File: config.mk
export PLATFORM = sky130hd
export DESIGN_NAME = sync_filter
export DESIGN_NICKNAME = d
export VERILOG_FILES = /design/src/rtl/sync_filter.sv
export SDC_FILE = /design/constraint.sdc
export NUM_CORES = 1
export LEC_CHECK = 0
export CORE_AREA = 2 2 39 41
export CTS_CLUSTER_DIAMETER = 50
export DETAILED_ROUTE_END_ITERATION = 8
export DIE_AREA = 0 0 41 43
export HOLD_SLACK_MARGIN = 0.15
export SYNTH_ARGS = -nofsm -noshare
export SYNTH_HDL_FRONTEND = slang
export SYNTH_SLANG_ARGS = --single-unit
File: constraint.sdc
create_clock -name clk -period 1.1 [get_ports clk]
set_clock_uncertainty 0.1 [all_clocks]
set_input_delay 0.22 -clock clk [delete_from_list [all_inputs] [get_ports clk]]
set_output_delay 0.22 -clock clk [all_outputs]
set_load 0.01 [all_outputs]
File: src/rtl/sync_filter.sv
// rtl/sync_filter.sv - multi-channel synchroniser, glitch filter and edge detector
module sync_filter #(
    parameter int               WIDTH       = 1,
    parameter int               STAGES      = 2,
    parameter int               FILT_CYCLES = 4,
    parameter logic [WIDTH-1:0] RST_VAL     = {WIDTH{1'b1}}
) (
    input  logic             clk,
    input  logic             rst,
    input  logic             en,
    input  logic [WIDTH-1:0] d_in,
    output logic [WIDTH-1:0] q_sync,
    output logic [WIDTH-1:0] q,
    output logic [WIDTH-1:0] rise,
    output logic [WIDTH-1:0] fall
);

    localparam int            CW       = $clog2(FILT_CYCLES + 1);
    localparam logic [CW-1:0] CNT_LAST = CW'(FILT_CYCLES - 1);

    logic [WIDTH-1:0] sync_r [STAGES];
    logic [CW-1:0]    cnt      [WIDTH];
    logic [CW-1:0]    cnt_next [WIDTH];
    logic [WIDTH-1:0] q_next;

    // Synchroniser shifts every cycle; en only qualifies the filter.
    always_ff @(posedge clk or posedge rst) begin
        if (rst) begin
            for (int s = 0; s < STAGES; s++) begin
                sync_r[s] <= RST_VAL;
            end
        end else begin
            sync_r[0] <= d_in;
            for (int s = 1; s < STAGES; s++) begin
                sync_r[s] <= sync_r[s-1];
            end
        end
    end

    assign q_sync = sync_r[STAGES-1];

    always_comb begin
        q_next = q;
        for (int i = 0; i < WIDTH; i++) begin
            cnt_next[i] = cnt[i];
            if (en) begin
                if (q_sync[i] == q[i]) begin
                    cnt_next[i] = '0;
                end else if (cnt[i] == CNT_LAST) begin
                    q_next[i]   = q_sync[i];
                    cnt_next[i] = '0;
                end else begin
                    cnt_next[i] = cnt[i] + CW'(1);
                end
            end
        end
    end

    // Edge pulses are registered alongside q so they line up with its change.
    always_ff @(posedge clk or posedge rst) begin
        if (rst) begin
            q    <= RST_VAL;
            rise <= '0;
            fall <= '0;
            for (int i = 0; i < WIDTH; i++) begin
                cnt[i] <= '0;
            end
        end else begin
            q    <= q_next;
            rise <= q_next & ~q;
            fall <= ~q_next & q;
            for (int i = 0; i < WIDTH; i++) begin
                cnt[i] <= cnt_next[i];
            end
        end
    end

endmodule

* Word-level counts from Yosys, hierarchy flattened
Cells that the tools add are included.
Cells by class: eq/ne operators 2, bitwise logic cells 4, add/sub/neg operators 1, muxes and demuxes 5
Operators by type and width (number):
- 3-bit 2-to-1 mux | 2
- 3-bit by 1-bit adder with 3-bit output, second input constant | 1
- 3-bit by 2-bit == test with 1-bit output, second input constant | 1
- 1-bit 2-to-1 mux | 3
- 1-bit bitwise AND | 2
- 1-bit NOT | 2
- 1-bit == test | 1
Storage, ports and cells: output and inout port bits 4, word-level logic and storage cells 18, flip-flop bits (word level) 8

* Longest topological paths before layout
Gate-level depths: netlist of the first run.
word-level depth 6, mapped depth 3

* Worst setup path before layout of the first run
No wires, ideal clock.
path type reg-to-reg, start point register cnt[0] in the netlist's numbering, end point register q, path buffers 0, path slack -0.061 ns, data arrival time 0.979 ns, cell stages (with the launch flop) 4, setup time 0.082 ns, path through dfrtp_1 -> ha_1 -> nand3b_2 -> mux2_4
On the way: longest elaborated chain between the ends 4
Ends and longest elaborated chain:
- start: declaration | line 22 | logic [CW-1:0] cnt [WIDTH];
- start signal: indexed assignment | line 73 | cnt[i] <= cnt_next[i];
- 3-bit by 2-bit == test with 1-bit output | line 49 | end else if (cnt[i] == CNT_LAST) begin
- 1-bit 2-to-1 mux | line 49
- 1-bit 2-to-1 mux | line 47 | if (q_sync[i] == q[i]) begin
- 1-bit 2-to-1 mux | line 46 | if (en) begin
- via q_next | line 24 | logic [WIDTH-1:0] q_next;
- end signal: assignment | line 69 | q <= q_next;
- end: declaration | line 13 | output logic [WIDTH-1:0] q,
The timed path passes the listed nets, and every way through them passes these cells. A chain may end at the register's enable or synchronous reset.

* Worst setup path in the final report of the first run
start point register q, end point output q
No word-level cell between the ends.

==> results of run 1 <==
-- final timing paths --
path	start	end	slack (ns)	cells past startpoint
max	q	q	-0.12	1
min	rst	cnt[0]	0.10	2
max reg2reg	q	cnt[0]	-0.08	3
min reg2reg	sync_r[1]	q_sync	0.26	0
max in group asynchronous	rst	q	0.51	2
min in group clk	sync_r[1]	q_sync	0.26	0
-- layout make-up --
class / count / share of cell area
Inverter: 3 / 0.02217
Tap cell: 16 / 0.03941
Clock buffer: 4 / 0.05172
Multi-Input combinational cell: 14 / 0.3030
Timing Repair Buffer: 11 / 0.1823
Sequential cell: 8 / 0.4015
-- power groups by stage --
stage               combinational [mW]  sequential [mW]  clock (mW)
global route                     0.466            0.464       0.274
finish                           0.432            0.454       0.241
floorplan                        0.199            0.452           0
CTS                              0.427            0.455       0.247
detailed placement               0.305            0.457           0
global placement                 0.292            0.443           0
-- stage by stage --
step	TNS (ns)	utilization	total power, mW	cells
6_report	-0.5240	0.3671	1.128	56
5_1_grt	-0.7867	0.3671	1.204	56
4_1_cts	-0.4648	0.3671	1.129	56
3_5_place_dp	-2.032	0.3219	0.7614	50
3_3_place_gp	-1.883	0.3219	0.7348	50
2_1_floorplan	-0.01129	-	0.6512	25
-- cells by family (layout without fill, tap and decap cells) --
family	count (synthesis)	after routing	synth area share
flops	8	8	0.6198
buf+inv	3	18	0.03422
mux	1	1	0.04561
simple gates	8	8	0.1749
compound gates	3	3	0.06084
fa+ha+maj	1	1	0.03802
xor+xnor	1	1	0.02662
-- state kept, by name (all words and copies together), names as in the netlist --
signal,cells
rise,1
q_sync,1
q,1
fall,1
cnt,3
sync_r,1
-- synth_stat cells --
master    n  area (um2)
or2b_1    1       7.510
and2b_1   1       7.510
nor3b_1   2       15.01
o31ai_1   1       7.510
o22ai_1   2       12.51
xnor2_1   1       8.760
nand2b_1  2       12.51
nand2_1   1       3.750
dfstp_2   3       78.83
inv_1     3       11.26
nand3b_2  1       11.26
mux2_4    1       15.01
dfrtp_1   5       125.1
ha_1      1       12.51
-- per-layer routing --
layer | GRT usage | up-vias | share of wire | wire length (um)
met5 | 0 | - | 0 | 0
met4 | 0.1000 | 0 | 0.044 | 34
met3 | 0.06283 | 4 | 0.096 | 74
met2 | 0.1844 | 12 | 0.57 | 441
met1 | 0.08418 | 112 | 0.29 | 220
li1 | - | 113 | - | -
-- timing repair --
action | 4_1_cts | 5_1_grt
gates resized for setup | 22 | 0
gates cloned | 0 | 0
hold endpoints to repair | 5 | 5
buffers inserted | 2 | 0
setup endpoints to repair | 9 | 8
pin swaps | 3 | 1
==> reports/results.tsv, run 1 <==
metric	value	unit
status	finished with violations	
failing checks	setup timing	
Logic pwr share	0.383	
Vias/cell	4.304	
placed cell areas	445.4	um2
antenna violations before repair	0	
number of global-route vias before repair	299	
Fin. Hold Viols	0	
DR vias	241	
# IOs	8	
Yosys reg bits	8	
crit path DAT	0.90	ns
Max-Cap Viols	0	
PortBufs	7	
area used by multi-input combinational logic	153.9	um2
Worst Path Buf+Inv	1	
Storage cell area	203.9	um2
n_diodes	0	
final hold slack	0.1029	ns
Max IR drop VDD	974.0	uV
# DRC	0	
CTS tree	done	
Synth Cell Area	329.1	um2
global-route usage over all layers	0.1130	
fin nets	46	
CP max stage delay	0.55	ns
area of the core	1384	um2
htree depth	1	
Ys Warns	0	
CP max FO	2	
Tcrit/Tclk final	1.107	
# fillers	136	
DR pass1 iterations	2	
overflow left after global routing	0	
P_int	783.3	uW
share of cells above drive strength 1	0.5000	
Req. time, crit path	0.78	ns
Netlist cell types	14	
most common cell after layout, fill and taps aside	dfrtp_1	
cell row count	14	
CTS clk-pin slew, worst paths	0.06	ns
first-pass GRT wire length	1242	um
Num CTS Buffers	3	
Avg Inst Size Synth	13.16	um2
Starting DRT DRC Count	2	
clk buf depth	2	
Hold Path Class	input port to asynchronous set/reset pin	
CTS Root Buffer Type	clkbuf_4	
sw frac	0.3056	
Psw	344.6	uW
largest net degree at the start of global routing	9	
count of pins over their slew limit	0	
Initial Util	0.2378	
DRT Wirelength	770	um
cell count after synthesis	25	
power per cell area	2220	nW/um2
Die Y	43	um
RSZ-0062 raised after global routing	yes	
later-pin clock latency in the skew report	0.26	ns
Worst Tran Pin Value	0.2907	ns
DRT antenna net count	0	
Worst Setup Start Kind	flip-flop	
fin worst setup slack	-0.1182	ns
Slew headroom	0.8060	
Area growth syn-to-layout	54.37	%
die footprint	1763	um2
Clock Power Share	0.214	
Lkg Pwr	0.2458	nW
final setup fails	6	
Syn Nets	30	
most frequent cells in the layout	dfrtp_1 (5), buf_4 (4)	
Period minus WS final	1.218	ns
Crit. End Element	primary output	
Sequential Power Share	0.403	
Crit path max-delay family	flip-flops	
RePlAce Congestion	0.6003	
Slowest-stage cell, CP	dfstp_2	
CTS Sinks	8	
wire per inst	13.75	um
dpl hpwl	507.7	um
sequential cell area fraction in the yosys report	0.6198	
CP cell instances	buf_6	
pre-CTS setup slack	-0.3166	ns
Peak Freq	820.9	MHz
Setup CP Type	flip-flop to primary output	
die width	41	um
Design Area, Final	508.0	um2
Power figures use the tool's default switching activity.
==> inputs of run 2 (changes only) <==
--- a/config.mk
+++ b/config.mk
@@ -5,11 +5,14 @@
 export SDC_FILE = /design/constraint.sdc
 export NUM_CORES = 1
 export LEC_CHECK = 0
+export CAP_MARGIN = 40
 export CORE_AREA = 2 2 39 41
 export CTS_CLUSTER_DIAMETER = 50
 export DETAILED_ROUTE_END_ITERATION = 8
 export DIE_AREA = 0 0 41 43
+export GPL_TIMING_DRIVEN = 0
 export HOLD_SLACK_MARGIN = 0.15
+export MAX_ROUTING_LAYER = met4
 export SYNTH_ARGS = -nofsm -noshare
 export SYNTH_HDL_FRONTEND = slang
 export SYNTH_SLANG_ARGS = --single-unit
==> run 2 against run 1 <==
- the run still ends with setup timing left
- non-clock buffer count is 1 lower
- final area up 2.0%
- wire length decreased by 17%
- critical path depth did not move
- clock power is essentially flat
- combinational power rose by 4%
- fmax is 0.58% higher
- sequential power about the same
==> reports/results.tsv, run 2 (synthesized netlist as in run 1, its figures left out) <==
metric	value	unit	change
wire per inst	11.64	um	-15%
Num CTS Buffers	3		unchanged
first-pass GRT wire length	1076	um	-13%
Req. time, crit path	0.78	ns	about the same
cells on worst reg2reg path	3		unchanged
area used by multi-input combinational logic	168.9	um2	+9.8%
n_diodes	0		unchanged
largest net degree at the start of global routing	9		unchanged
Worst Setup Start Kind	flip-flop		
Setup CP Type	flip-flop to primary output		
Vias/cell	4.073		-5.4%
clk buf depth	2		unchanged
Area growth syn-to-layout	57.41	%	
grt met1 use	0.1342		+0.05005
failing checks	setup timing		
DR vias	224		-7.1%
area of the core	1384	um2	unchanged
Hold Path Class	input port to asynchronous set/reset pin		
DRT antenna net count	0		unchanged
number of global-route vias before repair	237		-21%
RSZ-0062 raised after global routing	yes		
Slowest-stage cell, CP	dfstp_2		
final setup fails	6		unchanged
antenna violations before repair	0		unchanged
# fillers	138		+1.5%
Storage cell area	203.9	um2	unchanged
Lkg Pwr	0.2527	nW	+2.8%
Fin. Hold Viols	0		unchanged
DRT Wirelength	640	um	-17%
Worst Tran Pin Value	0.2855	ns	-0.005243 ns
cell row count	14		unchanged
Peak Freq	825.6	MHz	+0.58%
global-route usage over all layers	0.1032		-0.009802
setup TNS	-0.4839	ns	+0.04011 ns
share of cells above drive strength 1	0.5128		+0.01282
Slew headroom	0.8095		+0.003499
overflow left after global routing	0		unchanged
R2R Path End	cnt[0]		
Starting DRT DRC Count	5		+3
reg2reg start	cnt[0]		
Top reg by flops	cnt		
CP cell instances	buf_6		
# DRC	0		unchanged
CTS tree	done		
CP max FO	2		unchanged
PortBufs	7		unchanged
RePlAce Congestion	0.6331		+5.5%
htree depth	1		unchanged
Top Usage Layer GRT	met1		
Die Y	43	um	unchanged
# IOs	8		unchanged
Crit. End Element	primary output		
dpl hpwl	416.8	um	-18%
pre-CTS setup slack	-0.3330	ns	-0.01637 ns
CTS clk-pin slew, worst paths	0.06	ns	about the same
most frequent cells in the layout	dfrtp_1 (5), inv_1 (3), clkbuf_4 (3), dfstp_2 (3), buf_4 (3)		
CTS Sinks	8		unchanged
DR pass1 iterations	4		+2
routing usage on met3	0.04712		-0.01571
status	finished with violations		
crit path DAT	0.89	ns	about the same
fin nets	45		-2.2%
Crit path max-delay family	flip-flops		
most common cell after layout, fill and taps aside	dfrtp_1		
Max-Cap Viols	0		unchanged
max reg flops	3		unchanged
Max IR drop VDD	886.0	uV	-9.0%
die footprint	1763	um2	unchanged
register-to-register setup slack	-0.09	ns	about the same
total power	1.145	mW	+1.5%
power per cell area	2210	nW/um2	-0.47%
fin worst setup slack	-0.1112	ns	+0.006977 ns
Period minus WS final	1.211	ns	-0.006977 ns
Initial Util	0.2378		unchanged
Tcrit/Tclk final	1.101		-0.006343
Worst Path Buf+Inv	1		unchanged
die width	41	um	unchanged
CTS Root Buffer Type	clkbuf_4		
later-pin clock latency in the skew report	0.25	ns	about the same
GR met2 Demand/Resource	0.1188		-0.06563
count of pins over their slew limit	0		unchanged
CP max stage delay	0.54	ns	about the same
-- run 2: repair_timing --
action | 4_1_cts | 5_1_grt
buffers inserted | 2 | 1
pin swaps | 2 | 0
gates cloned | 0 | 0
endpoints found under the setup margin | 8 | 10
gates resized for setup | 21 | 4
endpoints found under the hold margin | 5 | 5
-- run 2: final cells by class --
| cell class | count | area share |
|---|---|---|
| clock buffers | 4 | 0.05072 |
| inverters | 3 | 0.02174 |
| multi-input cells | 14 | 0.3261 |
| flip-flops and latches | 8 | 0.3937 |
| well taps | 16 | 0.03865 |
| repair buffers | 10 | 0.1691 |
-- run 2: metal layers --
metal,up-vias,part of all wire
met5,-,0
met4,0,0
met3,0,0.061
met2,8,0.49
met1,105,0.45
li1,111,-
-- run 2: how the worst max path moves through the flow --
stage | from | endpoint | slack [ns] | cells past startpoint
2_1_floorplan | cnt[1] | q | -0.01 | 3
3_3_place_gp | en | q | -0.32 | 3
6_report | q | q | -0.11 | 1
4_1_cts | q_sync | q_sync | -0.12 | 1
3_5_place_dp | en | q | -0.33 | 3
5_1_grt | q | q | -0.14 | 1
-- run 2: power breakdown --
| group | total [mW] | switching (mW) | internal (mW) |
|---|---|---|---|
| logic | 0.451 | 0.170 | 0.281 |
| clock network | 0.238 | 0.0989 | 0.139 |
| registers | 0.457 | 0.0712 | 0.385 |
| total | 1.14 | 0.340 | 0.805 |
-- run 2: stage by stage --
stage               cells  area (um2)  utilization  hold slack, ns
floorplan              25       340.3            -        -0.06649
global placement       48       430.4       0.3110          0.2482
detailed placement     48       430.4       0.3110          0.2481
CTS                    54       488.0       0.3526          0.1022
global route           55       518.0       0.3743          0.1160
finish                 55       518.0       0.3743          0.1003
==> inputs of run 3 (changes only) <==
--- a/config.mk
+++ b/config.mk
@@ -13,6 +13,7 @@
 export GPL_TIMING_DRIVEN = 0
 export HOLD_SLACK_MARGIN = 0.15
 export MAX_ROUTING_LAYER = met4
+export SETUP_SLACK_MARGIN = 0.15
 export SYNTH_ARGS = -nofsm -noshare
 export SYNTH_HDL_FRONTEND = slang
 export SYNTH_SLANG_ARGS = --single-unit
==> run 3 against run 2 <==
- sequential cell count unchanged
- via count grew 8.0%
- the run still ends with setup timing left
- die area unchanged
==> reports/results.tsv, run 3 (synthesized netlist as in run 1, its figures left out) <==
metric	value	unit	change
Num CTS Buffers	3		unchanged
routing usage on met3	0.03141		-0.01571
Req. time, crit path	0.78	ns	about the same
DRT Wirelength	696	um	+8.8%
failing checks	setup timing		
first-pass GRT wire length	1173	um	+9.0%
CP cell instances	buf_6		
wire per inst	12.21	um	+4.9%
most common cell after layout, fill and taps aside	dfrtp_1		
count of pins over their slew limit	0		unchanged
total power	1.191	mW	+4.0%
cell row count	14		unchanged
DR vias	242		+8.0%
Worst Setup Start Kind	flip-flop		
antenna violations before repair	0		unchanged
# fillers	135		-2.2%
die footprint	1763	um2	unchanged
grt met1 use	0.1237		-0.01048
overflow left after global routing	0		unchanged
clk buf depth	2		unchanged
# DRC	0		unchanged
number of global-route vias before repair	255		+7.6%
Top reg by flops	cnt		
CP max stage delay	0.56	ns	+0.02 ns
final hold slack	0.1197	ns	+0.01941 ns
Initial Util	0.2378		unchanged
Period minus WS final	1.224	ns	+0.01291 ns
Lkg Pwr	0.2574	nW	+1.9%
Slew headroom	0.7958		-0.01369
Top Usage Layer GRT	met2		
final setup fails	6		unchanged
Peak Freq	816.9	MHz	-1.1%
Fin. Hold Viols	0		unchanged
pre-CTS setup slack	-0.3483	ns	-0.01527 ns
DR pass1 iterations	4		unchanged
area of the core	1384	um2	unchanged
RePlAce Congestion	0.6465		+2.1%
Setup CP Type	flip-flop to primary output		
PortBufs	7		unchanged
crit path DAT	0.90	ns	about the same
global-route usage over all layers	0.1104		+0.007184
Worst Path Buf+Inv	1		unchanged
most frequent cells in the layout	dfrtp_1 (5), buf_4 (4)		
Max IR drop VDD	767.6	uV	-13%
fin worst setup slack	-0.1241	ns	-0.01291 ns
# IOs	8		unchanged
max reg flops	3		unchanged
htree depth	1		unchanged
n_diodes	0		unchanged
share of cells above drive strength 1	0.5610		+0.04816
GR met2 Demand/Resource	0.1688		+0.05000
CTS Sinks	8		unchanged
Worst Tran Pin Value	0.3060	ns	+0.02052 ns
Crit. End Element	primary output		
largest net degree at the start of global routing	9		unchanged
Area growth syn-to-layout	63.88	%	
CP max FO	4		+2
Tcrit/Tclk final	1.113		+0.01173
Die Y	43	um	unchanged
Max-Cap Viols	0		unchanged
later-pin clock latency in the skew report	0.24	ns	about the same
Crit path max-delay family	flip-flops		
Slowest-stage cell, CP	dfstp_2		
Vias/cell	4.246		+4.2%
Starting DRT DRC Count	6		+1
Hold Path Class	input port to asynchronous set/reset pin		
CTS tree	done		
fin nets	47		+4.4%
CTS Root Buffer Type	clkbuf_4		
CTS clk-pin slew, worst paths	0.05	ns	about the same
status	finished with violations		
DRT antenna net count	0		unchanged
power per cell area	2208	nW/um2	about the same
RSZ-0062 raised after global routing	yes		
die width	41	um	unchanged
==> run 3: path summary, 6_finish.rpt <==
path | startpoint | end | slack [ns] | cells after the start
worst max-delay path | q_sync | q_sync | -0.12 | 1
worst min-delay path | rst | fall | 0.12 | 2
worst max register to register | cnt[0] | cnt[0] | -0.08 | 3
worst min register to register | sync_r[1] | q_sync | 0.28 | 0
max in group asynchronous | rst | q | 0.49 | 2
min in group clk | sync_r[1] | q_sync | 0.28 | 0
==> run 3: area by class of cell <==
| type | count | area (um2) | area share |
|---|---|---|---|
| timing repair buffer | 12 | 102.6 | 0.1903 |
| tap | 16 | 20.02 | 0.03712 |
| multi-input combinational | 14 | 175.2 | 0.3248 |
| clock buffer | 4 | 26.28 | 0.04872 |
| sequential | 8 | 203.9 | 0.3782 |
| inverter | 3 | 11.26 | 0.02088 |
==> run 3: per-layer routing <==
metal  vias to the layer above  routed length, um
met2                         8                381
met3                         0                 30
met4                         0                  0
met5                         -                  0
met1                       119                285
li1                        115                  -
==> run 3: repair_timing <==
action                                 CTS  global route
setup endpoints to repair               10            10
pin swaps                                1             3
endpoints found under the hold margin    5             5
buffers inserted                         1             4
gates resized for setup                 21             5
==> run 3: power by group <==
| group | switching (mW) | internal, mW |
|---|---|---|
| Combinational | 0.187 | 0.319 |
| Sequential | 0.0711 | 0.386 |
| Clock | 0.0899 | 0.138 |
| Total | 0.348 | 0.843 |
==> run 3: stage by stage <==
stage	utilization	cell area, um2	setup TNS [ns]	cells
floorplan	-	347.8	-0.01129	25
global placement	0.3165	437.9	-1.996	48
detailed placement	0.3165	437.9	-2.188	48
CTS	0.3436	475.5	-0.4975	53
global route	0.3897	539.3	-0.6839	57
finish	0.3897	539.3	-0.4620	57
